File: src/rtl/mem_port_arbiter.sv
// Shares one external memory port between I-cache and D-cache bursts.
// Each whole burst is granted round-robin; the address and direction are latched, and the beats are counted.
module mem_port_arbiter #(
    parameter int ADDR_WIDTH = 64,
    parameter int DATA_WIDTH = 32,
    parameter int BURST_LEN  = 16
) (
    input  logic                  clk,
    input  logic                  arst,
    input  logic                  i_i_req,
    input  logic [ADDR_WIDTH-1:0] i_i_addr,
    output logic                  o_i_grant,
    output logic                  o_i_rvalid,
    output logic [DATA_WIDTH-1:0] o_i_rdata,
    output logic                  o_i_done,
    input  logic                  i_d_req,
    input  logic                  i_d_we,
    input  logic [ADDR_WIDTH-1:0] i_d_addr,
    input  logic [DATA_WIDTH-1:0] i_d_wdata,
    output logic                  o_d_grant,
    output logic                  o_d_wready,
    output logic                  o_d_rvalid,
    output logic [DATA_WIDTH-1:0] o_d_rdata,
    output logic                  o_d_done,
    output logic                  o_mem_req,
    output logic                  o_mem_we,
    output logic [ADDR_WIDTH-1:0] o_mem_addr,
    input  logic                  i_mem_ready,
    output logic                  o_mem_wvalid,
    output logic [DATA_WIDTH-1:0] o_mem_wdata,
    input  logic                  i_mem_wready,
    input  logic                  i_mem_rvalid,
    input  logic [DATA_WIDTH-1:0] i_mem_rdata
);

    localparam int CNT_W = $clog2(BURST_LEN);

    typedef enum logic [1:0] {IDLE, ADDR, DATA, DONE} state_t;

    state_t                  state_reg, state_next;
    logic [CNT_W-1:0]        cnt_reg, cnt_next;
    logic                    owner_d_reg, owner_d_next;   // 1 = D-cache owns the burst
    logic                    last_d_reg, last_d_next;     // 1 = D-cache was served last
    logic                    we_reg, we_next;
    logic [ADDR_WIDTH-1:0]   addr_reg, addr_next;
    logic                    pick_d;
    logic                    beat;

    always_ff @(posedge clk or posedge arst) begin
        if (arst) begin
            state_reg   <= IDLE;
            cnt_reg     <= '0;
            owner_d_reg <= 1'b0;
            last_d_reg  <= 1'b0;
            we_reg      <= 1'b0;
            addr_reg    <= '0;
        end else begin
            state_reg   <= state_next;
            cnt_reg     <= cnt_next;
            owner_d_reg <= owner_d_next;
            last_d_reg  <= last_d_next;
            we_reg      <= we_next;
            addr_reg    <= addr_next;
        end
    end

    // On a tie, serve whichever requester was not served last.
    assign pick_d = i_d_req && (!i_i_req || !last_d_reg);
    assign beat   = we_reg ? i_mem_wready : i_mem_rvalid;

    always_comb begin
        state_next   = state_reg;
        cnt_next     = cnt_reg;
        owner_d_next = owner_d_reg;
        last_d_next  = last_d_reg;
        we_next      = we_reg;
        addr_next    = addr_reg;
        case (state_reg)
            IDLE: begin
                if (i_i_req || i_d_req) begin
                    owner_d_next = pick_d;
                    we_next      = pick_d & i_d_we;
                    addr_next    = pick_d ? i_d_addr : i_i_addr;
                    state_next   = ADDR;
                end
            end
            ADDR: begin
                if (i_mem_ready) begin
                    state_next = DATA;
                end
            end
            DATA: begin
                if (beat) begin
                    if (cnt_reg == CNT_W'(BURST_LEN - 1)) begin
                        state_next = DONE;
                    end else begin
                        cnt_next = cnt_reg + 1'b1;
                    end
                end
            end
            DONE: begin
                last_d_next = owner_d_reg;
                cnt_next    = '0;
                state_next  = IDLE;
            end
            default: state_next = IDLE;
        endcase
    end

    logic busy;
    logic rd_phase;
    logic wr_phase;

    assign busy     = (state_reg != IDLE);
    assign rd_phase = (state_reg == DATA) && !we_reg;
    assign wr_phase = (state_reg == DATA) && we_reg;

    assign o_i_grant    = busy && !owner_d_reg;
    assign o_d_grant    = busy && owner_d_reg;
    assign o_i_done     = (state_reg == DONE) && !owner_d_reg;
    assign o_d_done     = (state_reg == DONE) && owner_d_reg;

    // Read beats reach only the owner, and only during a read burst's data phase.
    assign o_i_rvalid   = rd_phase && !owner_d_reg && i_mem_rvalid;
    assign o_d_rvalid   = rd_phase && owner_d_reg && i_mem_rvalid;
    assign o_i_rdata    = (rd_phase && !owner_d_reg) ? i_mem_rdata : '0;
    assign o_d_rdata    = (rd_phase && owner_d_reg) ? i_mem_rdata : '0;

    assign o_mem_req    = (state_reg == ADDR);
    assign o_mem_we     = busy && we_reg;
    assign o_mem_addr   = addr_reg;
    assign o_mem_wvalid = wr_phase;
    assign o_mem_wdata  = wr_phase ? i_d_wdata : '0;
    assign o_d_wready   = wr_phase && i_mem_wready;

endmodule

File: config.mk
export PLATFORM = sky130hd
export DESIGN_NAME = mem_port_arbiter
export DESIGN_NICKNAME = d
export VERILOG_FILES = /design/src/rtl/mem_port_arbiter.sv
export SDC_FILE = /design/constraint.sdc
export NUM_CORES = 1
export LEC_CHECK = 0
export ABC_AREA = 1
export BUFFER_PORTS_ARGS = -buffer_cell sky130_fd_sc_hd__buf_2
export CAP_MARGIN = 15
export CORE_AREA = 5 5 142 144
export DETAILED_ROUTE_END_ITERATION = 8
export DIE_AREA = 0 0 147 149
export MAX_ROUTING_LAYER = met4
export PLACE_DENSITY = 0.56
export SETUP_SLACK_MARGIN = 0.1
export SYNTH_ARGS = -nofsm -noshare
export SYNTH_HDL_FRONTEND = slang
export SYNTH_SLANG_ARGS = --single-unit
export TNS_END_PERCENT = 100
File: constraint.sdc
create_clock -name clk -period 8.4 [get_ports clk]
set_input_delay 2.52 -clock clk [delete_from_list [all_inputs] [get_ports clk]]
set_output_delay 2.52 -clock clk [all_outputs]
set_load 0.02 [all_outputs]
==> results of run 1 <==
[worst paths after layout]
path	startpoint	endpoint	slack, ps
setup / recovery	i_d_wdata[19]	o_mem_wdata[19]	2850
hold / removal	last_d_reg	last_d_reg	480
setup reg to reg	state_reg[1]	o_mem_addr[46]	5760
hold reg to reg	last_d_reg	last_d_reg	480
max in group asynchronous	arst	cnt_reg[1]	5190
min in group asynchronous	arst	o_mem_addr[6]	2180
[synth_stat cells]
cell type  number  area share
a31oi_1        64       0.098
inv_2           1     0.00091
nand2_1       150        0.14
nor2_2          1      0.0015
ha_1            6       0.018
nand4_1         3      0.0046
inv_1          77       0.070
nor2_1        169        0.15
or2_2           3      0.0046
buf_2          15       0.018
buf_4           6       0.011
a21oi_1         2      0.0024
nand3_1         8      0.0098
o21ai_0         7      0.0085
dfrtp_1        73        0.45
clkbuf_1       16       0.015
[worst max-delay path: stages]
cell	delay (ps)
buf_2	70
inv_1	30
nor2_1	190
buf_2	210
[power by group through the flow]
stage                     Sequential [uW]  Clock, uW  Combinational [uW]
final                                 626        358                1210
after global routing                  654        389                1330
after CTS                             628        374                1230
after detailed placement              633          0                1220
after global placement                623          0                1200
after floorplan                       821          0                 591
[metrics by stage]
stage / power (uW) / cell area [um^2] / hold slack, ps / cells
after global placement: 1826 / 6107 / 459.3 / 1172
after floorplan: 1412 / 4101 / 441.7 / 601
after detailed placement: 1858 / 6150 / 463.7 / 1174
after CTS: 2227 / 6424 / 480.6 / 1190
final: 2194 / 6451 / 479.2 / 1191
after global routing: 2378 / 6451 / 540.5 / 1191
[metal layers]
| metal | up-vias | track usage | routed length (um) |
|---|---|---|---|
| met1 | 2242 | 0.1916 | 7428 |
| met5 | - | - | 0 |
| met4 | 0 | 0.05359 | 437 |
| met3 | 27 | 0.04862 | 1528 |
| li1 | 2555 | - | - |
| met2 | 250 | 0.2770 | 9029 |
[final cells by class]
| cell class | instances | area (um^2) | share of cell area |
|---|---|---|---|
| inverter | 78 | 294.0 | 0.04558 |
| clock inverter | 5 | 31.28 | 0.004849 |
| sequential | 73 | 1827 | 0.2832 |
| timing repair buffer | 377 | 1954 | 0.3029 |
| clock buffer | 11 | 242.7 | 0.03763 |
| tap | 234 | 292.8 | 0.04538 |
| multi-input combinational | 413 | 1809 | 0.2805 |
[kinds of logic after synthesis]
group,after synthesis,synth area share
AOI/OAI and AO/OA,73,0.1086
adders and majority gates,6,0.01830
buffers and inverters,115,0.1153
DFF,73,0.4454
and+or+nand+nor,334,0.3124
==> summary.md, run 1 <==
| Metric | Value |
|---|---|
| Layout area overhead | 57.29% |
| VDD IR-drop max | 0.1262 mV |
| Clock power share | 0.163 |
| Most frequent cells in the layout | buf_2 (369), nor2_1 (169), nand2_1 (149) |
| Layout fillers | 2060 |
| Vias in the first global route | 5128 |
| Fraction of the yosys area taken by sequential cells | 0.4454 |
| Die Wd | 147 um |
| CP max FO | 1 |
| Slew HR | 0.4995 |
| Fin crit period | 5548 ps |
| Overflow after GRT | 0 |
| Outcome | completed |
| Yosys cell types | 16 |
| Clock buffer depth | 2 |
| Synthesized cell area | 0.004101 mm^2 |
| PwrDens | 340.2 mW/mm^2 |
| Final WS setup | 2852 ps |
| Core area | 0.01858 mm^2 |
| GRT Total Usage | 0.1654 |
| Setup TNS | 0 ps |
| Cell Int Power | 1141 uW |
| Worst slew pin tran | 750.7 ps |
| CTS tree | built |
| Port Buffers | 369 |
| Combinational share of power | 0.551 |
| Boundary pin count | 370 |
| Fmax | 180.2 MHz |
| CTS buffer count | 9 |
| Worst Path Required | 5880 ps |
| Initial antenna violation count | 0 |
| Setup bufs post-CTS | 0 |
| Final hold violation count | 0 |
| Hold Path Cell Cnt | 2 |
| Die height | 149 um |
| DIE AREA | 0.02190 mm^2 |
| Cell depth of the worst flop-to-flop path | 7 |
| FP Rows | 50 |
| Fin nets | 1158 |
| Placer congestion estimate | 0.9032 |
| YS warnings | 0 |
| Number of clock sinks | 73 |
| Post-DP HPWL | 14790 um |
| Max-Cap Viols | 0 |
| P_sw | 1053 uW |
| Post-CTS resize count | 0 |
| CP Class | in2out |
| Leak | 0.003865 uW |
| Ant diodes | 0 |
| Layout cells sized above 1 | 0.4180 |
| Reg power frac | 0.285 |
| Post-Place Worst Slack | 2835 ps |
| Switching Fraction | 0.4799 |
| Synth Area per Inst | 6.824 um^2 |
| Fin crit share | 0.6605 |
| Starting DRT DRC Count | 244 |
| Initial Util | 0.2207 |
| Net Count, Synth | 807 |
| Vias per cell | 4.260 |
| Final setup vio count | 0 |
| Number of flip-flops in the largest register | 64 |
| Skew-Pair Late Insertion Delay | 340 ps |
| Pin count of the biggest net entering global routing | 79 |
| CP Data Arrival Time | 3030 ps |
| Clock-pin slew on the worst setup and hold paths | 60 ps |
| Worst Hold Class | reg2reg |
| H-tree levels | 3 |
| DRT Pass-1 Iters | 5 |
| Final Util | 0.3472 |
| CTS Root Buffer Type | clkbuf_16 |
| Synthesized netlist cell count | 601 |
| RSZ-0062 raised after global routing | false |
| Synth Register Bits | 73 |
| Routed wire length per instance | 15.47 um |
| Endpoint type of the worst setup path | output pin |
| ANT nets after route | 0 |
| CTS Hold Bufs | 0 |
| Fin. max-slew vios | 0 |
| CP Launch Type | input port |
| First-pass GRT wire length | 27820 um |
| Clock skew | 8.125 ps |
| Vias | 5074 |
| Most common cell after layout, fill and taps aside | buf_2 |
| Drc violations | 0 |
| Routed Wire Length | 18420 um |
(Power assumes the default switching activity.)
==> run 2, diff against run 1 <==
--- a/config.mk
+++ b/config.mk
@@ -5,14 +5,14 @@
 export SDC_FILE = /design/constraint.sdc
 export NUM_CORES = 1
 export LEC_CHECK = 0
-export ABC_AREA = 1
+export ABC_AREA = 0
 export BUFFER_PORTS_ARGS = -buffer_cell sky130_fd_sc_hd__buf_2
 export CAP_MARGIN = 15
-export CORE_AREA = 5 5 142 144
+export CORE_AREA = 5 5 139 141
 export DETAILED_ROUTE_END_ITERATION = 8
-export DIE_AREA = 0 0 147 149
+export DIE_AREA = 0 0 144 146
 export MAX_ROUTING_LAYER = met4
-export PLACE_DENSITY = 0.56
+export PLACE_DENSITY = 0.6
 export SETUP_SLACK_MARGIN = 0.1
 export SYNTH_ARGS = -nofsm -noshare
 export SYNTH_HDL_FRONTEND = slang
==> constraint.sdc (replaced) <==
create_clock -name clk -period 4.9 [get_ports clk]
set_input_delay 1.47 -clock clk [delete_from_list [all_inputs] [get_ports clk]]
set_output_delay 1.47 -clock clk [all_outputs]
set_load 0.02 [all_outputs]
==> summary.md, run 2 <==
| Metric | Value |
|---|---|
| CP max stage cell | dfrtp_1 (was buf_2) |
| Fin. max-slew vios | 0 (unchanged) |
| Ys async rst share | 1.000 (unchanged) |
| Fraction of the yosys area taken by sequential cells | 0.4357 (was 0.4454) |
| Fin crit share | 0.7783 |
| Clock skew | 5.229 ps (was 8.125 ps) |
| CP Cell Sequence | inv_1, ha_1, buf_4, inv_1, nor3b_2, buf_4, and2_1, buf_2 (was buf_2, inv_1, nor2_1, buf_2) |
| Number of clock sinks | 73 (unchanged) |
| Net Count, Synth | 655 (was 807) |
| Most frequent cells in the layout | buf_2 (369), dfrtp_1 (73), and2_1 (68) (was buf_2 (369), nor2_1 (169), nand2_1 (149)) |
| ANT nets after route | 0 (unchanged) |
| Post-CTS resize count | 0 (unchanged) |
| Leading post-synthesis cells by cell area | dfrtp_1 (44%), mux2i_1 (15%), and2_1 (10%), o21ai_0 (7.2%), nand2_1 (6.0%) (was dfrtp_1 (45%), nor2_1 (15%), nand2_1 (14%), a31oi_1 (9.8%), inv_1 (7.0%)) |
| Switching Fraction | 0.4627 (was 0.4799) |
| Finished Cell Area | 0.006539 mm^2 (was 0.006451 mm^2) |
| Synth Register Bits | 73 (unchanged) |
| Routed Wire Length | 15480 um (was 18420 um) |
| Routed wire length per instance | 14.94 um (was 15.47 um) |
| First-pass GRT wire length | 23770 um (was 27820 um) |
| Port Buffers | 369 (unchanged) |
| Synth Area per Inst | 9.338 um^2 (was 6.824 um^2) |
| Core area | 0.01784 mm^2 (was 0.01858 mm^2) |
| CTS tree | built (unchanged) |
| Yosys top cell by area | dfrtp_1 (unchanged) |
| CTS Root Buffer Type | clkbuf_16 (unchanged) |
| Post-synth top area share | 0.4357 (was 0.4454) |
| Vias per cell | 4.235 (was 4.260) |
| P_sw | 1716 uW (was 1053 uW) |
| CP max stage delay | 400 ps (was 210 ps) |
| FP Rows | 49 (was 50) |
| Worst slew pin tran | 831.9 ps (was 750.7 ps) |
| Outcome | completed (unchanged) |
| Slew HR | 0.4447 (was 0.4995) |
| Layout area overhead | 55.95% (was 57.29%) |
| Synthesized cell area | 0.004193 mm^2 (was 0.004101 mm^2) |
| Starting DRT DRC Count | 157 (was 244) |
| Skew-Pair Late Insertion Delay | 330 ps (was 340 ps) |
| Pin count of the biggest net entering global routing | 77 (was 79) |
| Worst Hold Class | reg2reg (unchanged) |
| Final setup vio count | 0 (unchanged) |
| YS warnings | 0 (unchanged) |
| Placer congestion estimate | 0.8952 (was 0.9032) |
| Most common cell after layout, fill and taps aside | buf_2 (unchanged) |
| Leading cell types by count after synthesis | dfrtp_1 (73), and2_1 (68), nand2_1 (67) (was nor2_1 (169), nand2_1 (150), inv_1 (77)) |
| Clock power share | 0.175 (was 0.163) |
| Vias in the first global route | 4413 (was 5128) |
| Most frequent cell after synthesis | dfrtp_1 (was nor2_1) |
| Die height | 146 um (was 149 um) |
| Initial Util | 0.2350 (was 0.2207) |
| Final WS setup | 1086 ps (was 2852 ps) |
| CTS buffer count | 9 (unchanged) |
| Reg power frac | 0.283 (was 0.285) |
| DRT Pass-1 Iters | 4 (was 5) |
| Max-Cap Viols | 0 (unchanged) |
| Fin crit period | 3814 ps |
| Mux cell area share after synthesis | 0.1617 (was 0) |
| Post-synth EDFFs | 0 (unchanged) |
| CTS Hold Bufs | 0 (unchanged) |
| VDD IR-drop max | 0.2032 mV (was 0.1262 mV) |
| Met3 Use GR | 0.03253 (was 0.04862) |
| RSZ-0062 raised after global routing | false (unchanged) |
| Synth Area in Adders | 0.01791 (was 0.01830) |
| Busiest grt layer | met2 (unchanged) |
| CP Class | reg2out (was in2out) |
| GRT Total Usage | 0.1473 (was 0.1654) |
| H-tree levels | 3 (unchanged) |
| Clock buffer depth | 2 (unchanged) |
| Setup bufs post-CTS | 0 (unchanged) |
| Post-synth top flop | dfrtp_1 (unchanged) |
| DP Area | 0.006242 mm^2 (was 0.006150 mm^2) |
| Leak | 0.003862 uW (was 0.003865 uW) |
| Die Wd | 144 um (was 147 um) |
| Endpoint type of the worst setup path | output pin (unchanged) |
| Synthesized netlist cell count | 449 (was 601) |
| Clock-pin slew on the worst setup and hold paths | 60 ps (about the same) |
| Post-synthesis xor/xnor area fraction | 0 (unchanged) |
| Setup TNS | 0 ps (unchanged) |
| PwrDens | 567.3 mW/mm^2 (was 340.2 mW/mm^2) |
| Post-synthesis compound-gate area fraction | 0.1012 (was 0.1086) |
| CP max FO | 39 (was 1) |
| Fin nets | 1008 (was 1158) |
| CP Launch Type | flip-flop (was input port) |
| Largest family of logic cells by synthesized area | simple AND/OR/NAND/NOR gates (unchanged) |
| CP Data Arrival Time | 2340 ps (was 3030 ps) |
| Post-Synth Simple-Gate Area | 0.2366 (was 0.3124) |
| Initial antenna violation count | 0 (unchanged) |
| Fmax | 262.2 MHz |
| Post-DP HPWL | 12570 um (was 14790 um) |
| Met1 Usage GRT | 0.1732 (was 0.1916) |
| Final hold violation count | 0 (unchanged) |
| Layout cells sized above 1 | 0.4994 (was 0.4180) |
| Drc violations | 0 (unchanged) |
| DIE AREA | 0.02102 mm^2 (was 0.02190 mm^2) |
| Vias | 4387 (was 5074) |
| Worst Path Required | 3430 ps (was 5880 ps) |
| Combinational share of power | 0.543 (was 0.551) |
| Yosys cell types | 36 (was 16) |
| Cell Int Power | 1993 uW (was 1141 uW) |
| Ant diodes | 0 (unchanged) |
| GRT met2 Usage | 0.2493 (was 0.2770) |
| Boundary pin count | 370 (unchanged) |
| Post-Place Worst Slack | 1437 ps (was 2835 ps) |
| Final Util | 0.3665 (was 0.3472) |
| Overflow after GRT | 0 (unchanged) |
| Number of flip-flops in the largest register | 64 (unchanged) |
-- run 2: layout make-up --
cell class                 count  area [um^2]
inverter                       4        16.27
sequential                    73         1827
fill                        1861        11300
clock buffer                  10        229.0
timing repair buffer         378         1914
clock inverter                 6        67.56
multi-input combinational    336         2198
tap                          229        286.5
-- run 2: path summary, 6_finish.rpt --
path	slack, ps	endpoint	start	depth (start not counted)
max	1090	o_d_rdata[4]	state_reg[0]	8
min	470	o_mem_addr[10]	o_mem_addr[10]	2
max reg2reg	2950	cnt_reg[3]	state_reg[0]	7
min reg2reg	470	o_mem_addr[10]	o_mem_addr[10]	2
max in group asynchronous	2780	cnt_reg[2]	arst	3
min in group asynchronous	1280	o_mem_addr[17]	arst	2
-- run 2: logic make-up after synthesis --
family,Yosys count
flip-flops,73
multiplexers,67
buffers and inverters,40
AND/OR/NAND/NOR,187
adder cells (fa/ha/maj),6
AO/OA/AOI/OAI,76
-- run 2: metal layers --
layer	vias to the layer above	part of all wire
li1	2221	-
met1	1935	0.41
met2	207	0.50
met3	24	0.079
met4	0	0.018
met5	-	0
-- run 2: through the flow --
stage	hold WS, ps	instances	power [uW]
detailed placement	465.0	1020	3110
global route	497.0	1036	4012
global placement	458.7	1020	3077
CTS	478.0	1036	3782
floorplan	474.6	449	2381
finish	472.0	1036	3710
-- run 2: power by group through the flow --
stage          Combinational (uW)  Clock [uW]  Sequential [uW]
6_report                     2010         648             1050
5_1_grt                      2220         704             1090
4_1_cts                      2050         678             1050
3_5_place_dp                 2050           0             1060
3_3_place_gp                 2030           0             1050
2_1_floorplan                1020           0             1360
-- run 2: critical path, delay by kind of cell, from the launching register on --
| kind | cells | cell delay (ps) |
|---|---|---|
| adders and majority gates | 1 | 160 |
| buffers and inverters | 5 | 1060 |
| DFF | 1 | 400 |
| and+or+nand+nor | 2 | 380 |
==> run 3, diff against run 2 <==
==> constraint.sdc (replaced) <==
create_clock -name clk -period 3.1 [get_ports clk]
set_input_delay 0.93 -clock clk [delete_from_list [all_inputs] [get_ports clk]]
set_output_delay 0.93 -clock clk [all_outputs]
set_load 0.02 [all_outputs]
==> summary.md, run 3 (same netlist as run 2, synthesis figures left out) <==
| Metric | Value |
|---|---|
| CTS buffer count | 9 (unchanged) |
| Number of flip-flops in the largest register | 64 (unchanged) |
| Final setup vio count | 0 (unchanged) |
| Clock buffer depth | 2 (unchanged) |
| Fin nets | 1007 (was 1008) |
| VDD IR-drop max | 0.3363 mV (was 0.2032 mV) |
| CTS Root Buffer Type | clkbuf_16 (unchanged) |
| Core area | 0.01784 mm^2 (unchanged) |
| Vias per cell | 4.198 (was 4.235) |
| R2R Setup Slk | 1110 ps (was 2950 ps) |
| Leak | 0.003872 uW (was 0.003862 uW) |
| CTS Hold Bufs | 0 (unchanged) |
| CP Class | reg2out (unchanged) |
| Fin. max-slew vios | 0 (unchanged) |
| Reg power frac | 0.285 (was 0.283) |
| GRT Total Usage | 0.1431 (was 0.1473) |
| Placer congestion estimate | 0.8874 (was 0.8952) |
| Max-Cap Viols | 0 (unchanged) |
| CP max stage cell | dfrtp_1 (unchanged) |
| Clock-pin slew on the worst setup and hold paths | 60 ps (about the same) |
| ANT nets after route | 0 (unchanged) |
| Initial antenna violation count | 0 (unchanged) |
| Min Hold Slack | 470.3 ps (was 472.0 ps) |
| Routed Wire Length | 15270 um (was 15480 um) |
| Worst slew pin tran | 587.0 ps (was 831.9 ps) |
| Vias | 4345 (was 4387) |
| Clock skew | 5.360 ps (was 5.229 ps) |
| CP max stage delay | 390 ps (was 400 ps) |
| Setup bufs post-CTS | 0 (unchanged) |
| First-pass GRT wire length | 23180 um (was 23770 um) |
| Layout cells sized above 1 | 0.4988 (was 0.4994) |
| Ant diodes | 0 (unchanged) |
| Final Non-Filler Cells | 1035 (was 1036) |
| Switching Fraction | 0.4606 (was 0.4627) |
| CP Launch Type | flip-flop (unchanged) |
| Top delay family on crit path | buffers and inverters (unchanged) |
| Fin crit period | 2881 ps |
| CP bufs+invs | 4 (was 5) |
| Fin crit share | 0.9292 |
| DRT Pass-1 Iters | 5 (was 4) |
| Cell Int Power | 3161 uW (was 1993 uW) |
| Post-CTS resize count | 0 (unchanged) |
| DIE AREA | 0.02102 mm^2 (unchanged) |
| Boundary pin count | 370 (unchanged) |
| FP Rows | 49 (unchanged) |
| Die height | 146 um (unchanged) |
| Number of clock sinks | 73 (unchanged) |
| CP max FO | 33 (was 39) |
| Most frequent cells in the layout | buf_2 (369), dfrtp_1 (73), and2_1 (68) (unchanged) |
| Skew-Pair Late Insertion Delay | 330 ps (about the same) |
| Combinational share of power | 0.539 (was 0.543) |
| Worst Path Required | 2170 ps (was 3430 ps) |
| CP Data Arrival Time | 1950 ps (was 2340 ps) |
| Outcome | completed (unchanged) |
| Die Wd | 144 um (unchanged) |
| Post-DP HPWL | 12440 um (was 12570 um) |
| Drc violations | 0 (unchanged) |
| CP Cell Sequence | inv_1, ha_1, inv_1, nor3b_2, buf_4, and2_1, buf_2 (was inv_1, ha_1, buf_4, inv_1, nor3b_2, buf_4, and2_1, buf_2) |
| Initial Util | 0.2350 (unchanged) |
| Pin count of the biggest net entering global routing | 131 (was 77) |
| RSZ-0062 raised after global routing | false (unchanged) |
| Final Util | 0.3673 (was 0.3665) |
| Placed Cells | 1019 (was 1020) |
| Layout area overhead | 56.31% (was 55.95%) |
| Clock power share | 0.176 (was 0.175) |
| PwrDens | 894.1 mW/mm^2 (was 567.3 mW/mm^2) |
| H-tree levels | 3 (unchanged) |
| Routed wire length per instance | 14.75 um (was 14.94 um) |
| Most used cell, CP | inv_1 |
| Overflow after GRT | 0 (unchanged) |
| Tot Pwr | 5860 uW (was 3710 uW) |
| Port Buffers | 369 (unchanged) |
| Slew HR | 0.6087 (was 0.4447) |
| Final hold violation count | 0 (unchanged) |
| Setup TNS | 0 ps (unchanged) |
| Endpoint type of the worst setup path | output pin (unchanged) |
| Worst Hold Class | reg2reg (unchanged) |
| Fmax | 347.2 MHz |
| Most common cell after layout, fill and taps aside | buf_2 (unchanged) |
| Vias in the first global route | 4323 (was 4413) |
| CTS tree | built (unchanged) |
| P_sw | 2699 uW (was 1716 uW) |
| Starting DRT DRC Count | 152 (was 157) |
run 3: final timing paths:
check / startpoint / endpoint / cells past startpoint
hold / removal: o_mem_addr[1] / o_mem_addr[1] / 2
min in group asynchronous: arst / o_mem_addr[17] / 3
max in group asynchronous: arst / last_d_reg / 3
hold reg to reg: o_mem_addr[1] / o_mem_addr[1] / 2
setup / recovery: state_reg[0] / o_d_rdata[4] / 7
setup reg to reg: we_reg / state_reg[1] / 4
run 3: layout make-up:
type,count,area (um^2)
clock buffers,10,229.0
clock inverters,6,65.06
fillers,1874,11290
inverters,4,16.27
multi-input cells,336,2198
flip-flops and latches,73,1827
well taps,229,286.5
repair buffers,377,1932
run 3: worst register-to-register path: stages (launching register included):
cell      delay [ps]
dfrtp_1          610
buf_4            320
mux2_4           340
o211ai_1         240
mux2_2           360
run 3: power by group through the flow:
| stage | logic (uW) | registers (uW) | clock network (uW) |
|---|---|---|---|
| floorplan | 1610 | 2150 | 0 |
| global placement | 3170 | 1680 | 0 |
| detailed placement | 3220 | 1690 | 0 |
| CTS | 3220 | 1680 | 1080 |
| global route | 3480 | 1740 | 1120 |
| finish | 3160 | 1670 | 1030 |
run 3: per-layer routing:
layer,part of all wire,track usage
met5,0,-
met4,0.013,0.03625
met3,0.091,0.04535
met2,0.50,0.2372
met1,0.40,0.1677
run 3: through the flow:
step                worst slack, ps  cell area, um^2
floorplan                     316.7             4193
global placement              650.1             6260
detailed placement            590.0             6260
CTS                           214.0             6554
global route                  120.8             6554
finish                        219.4             6554
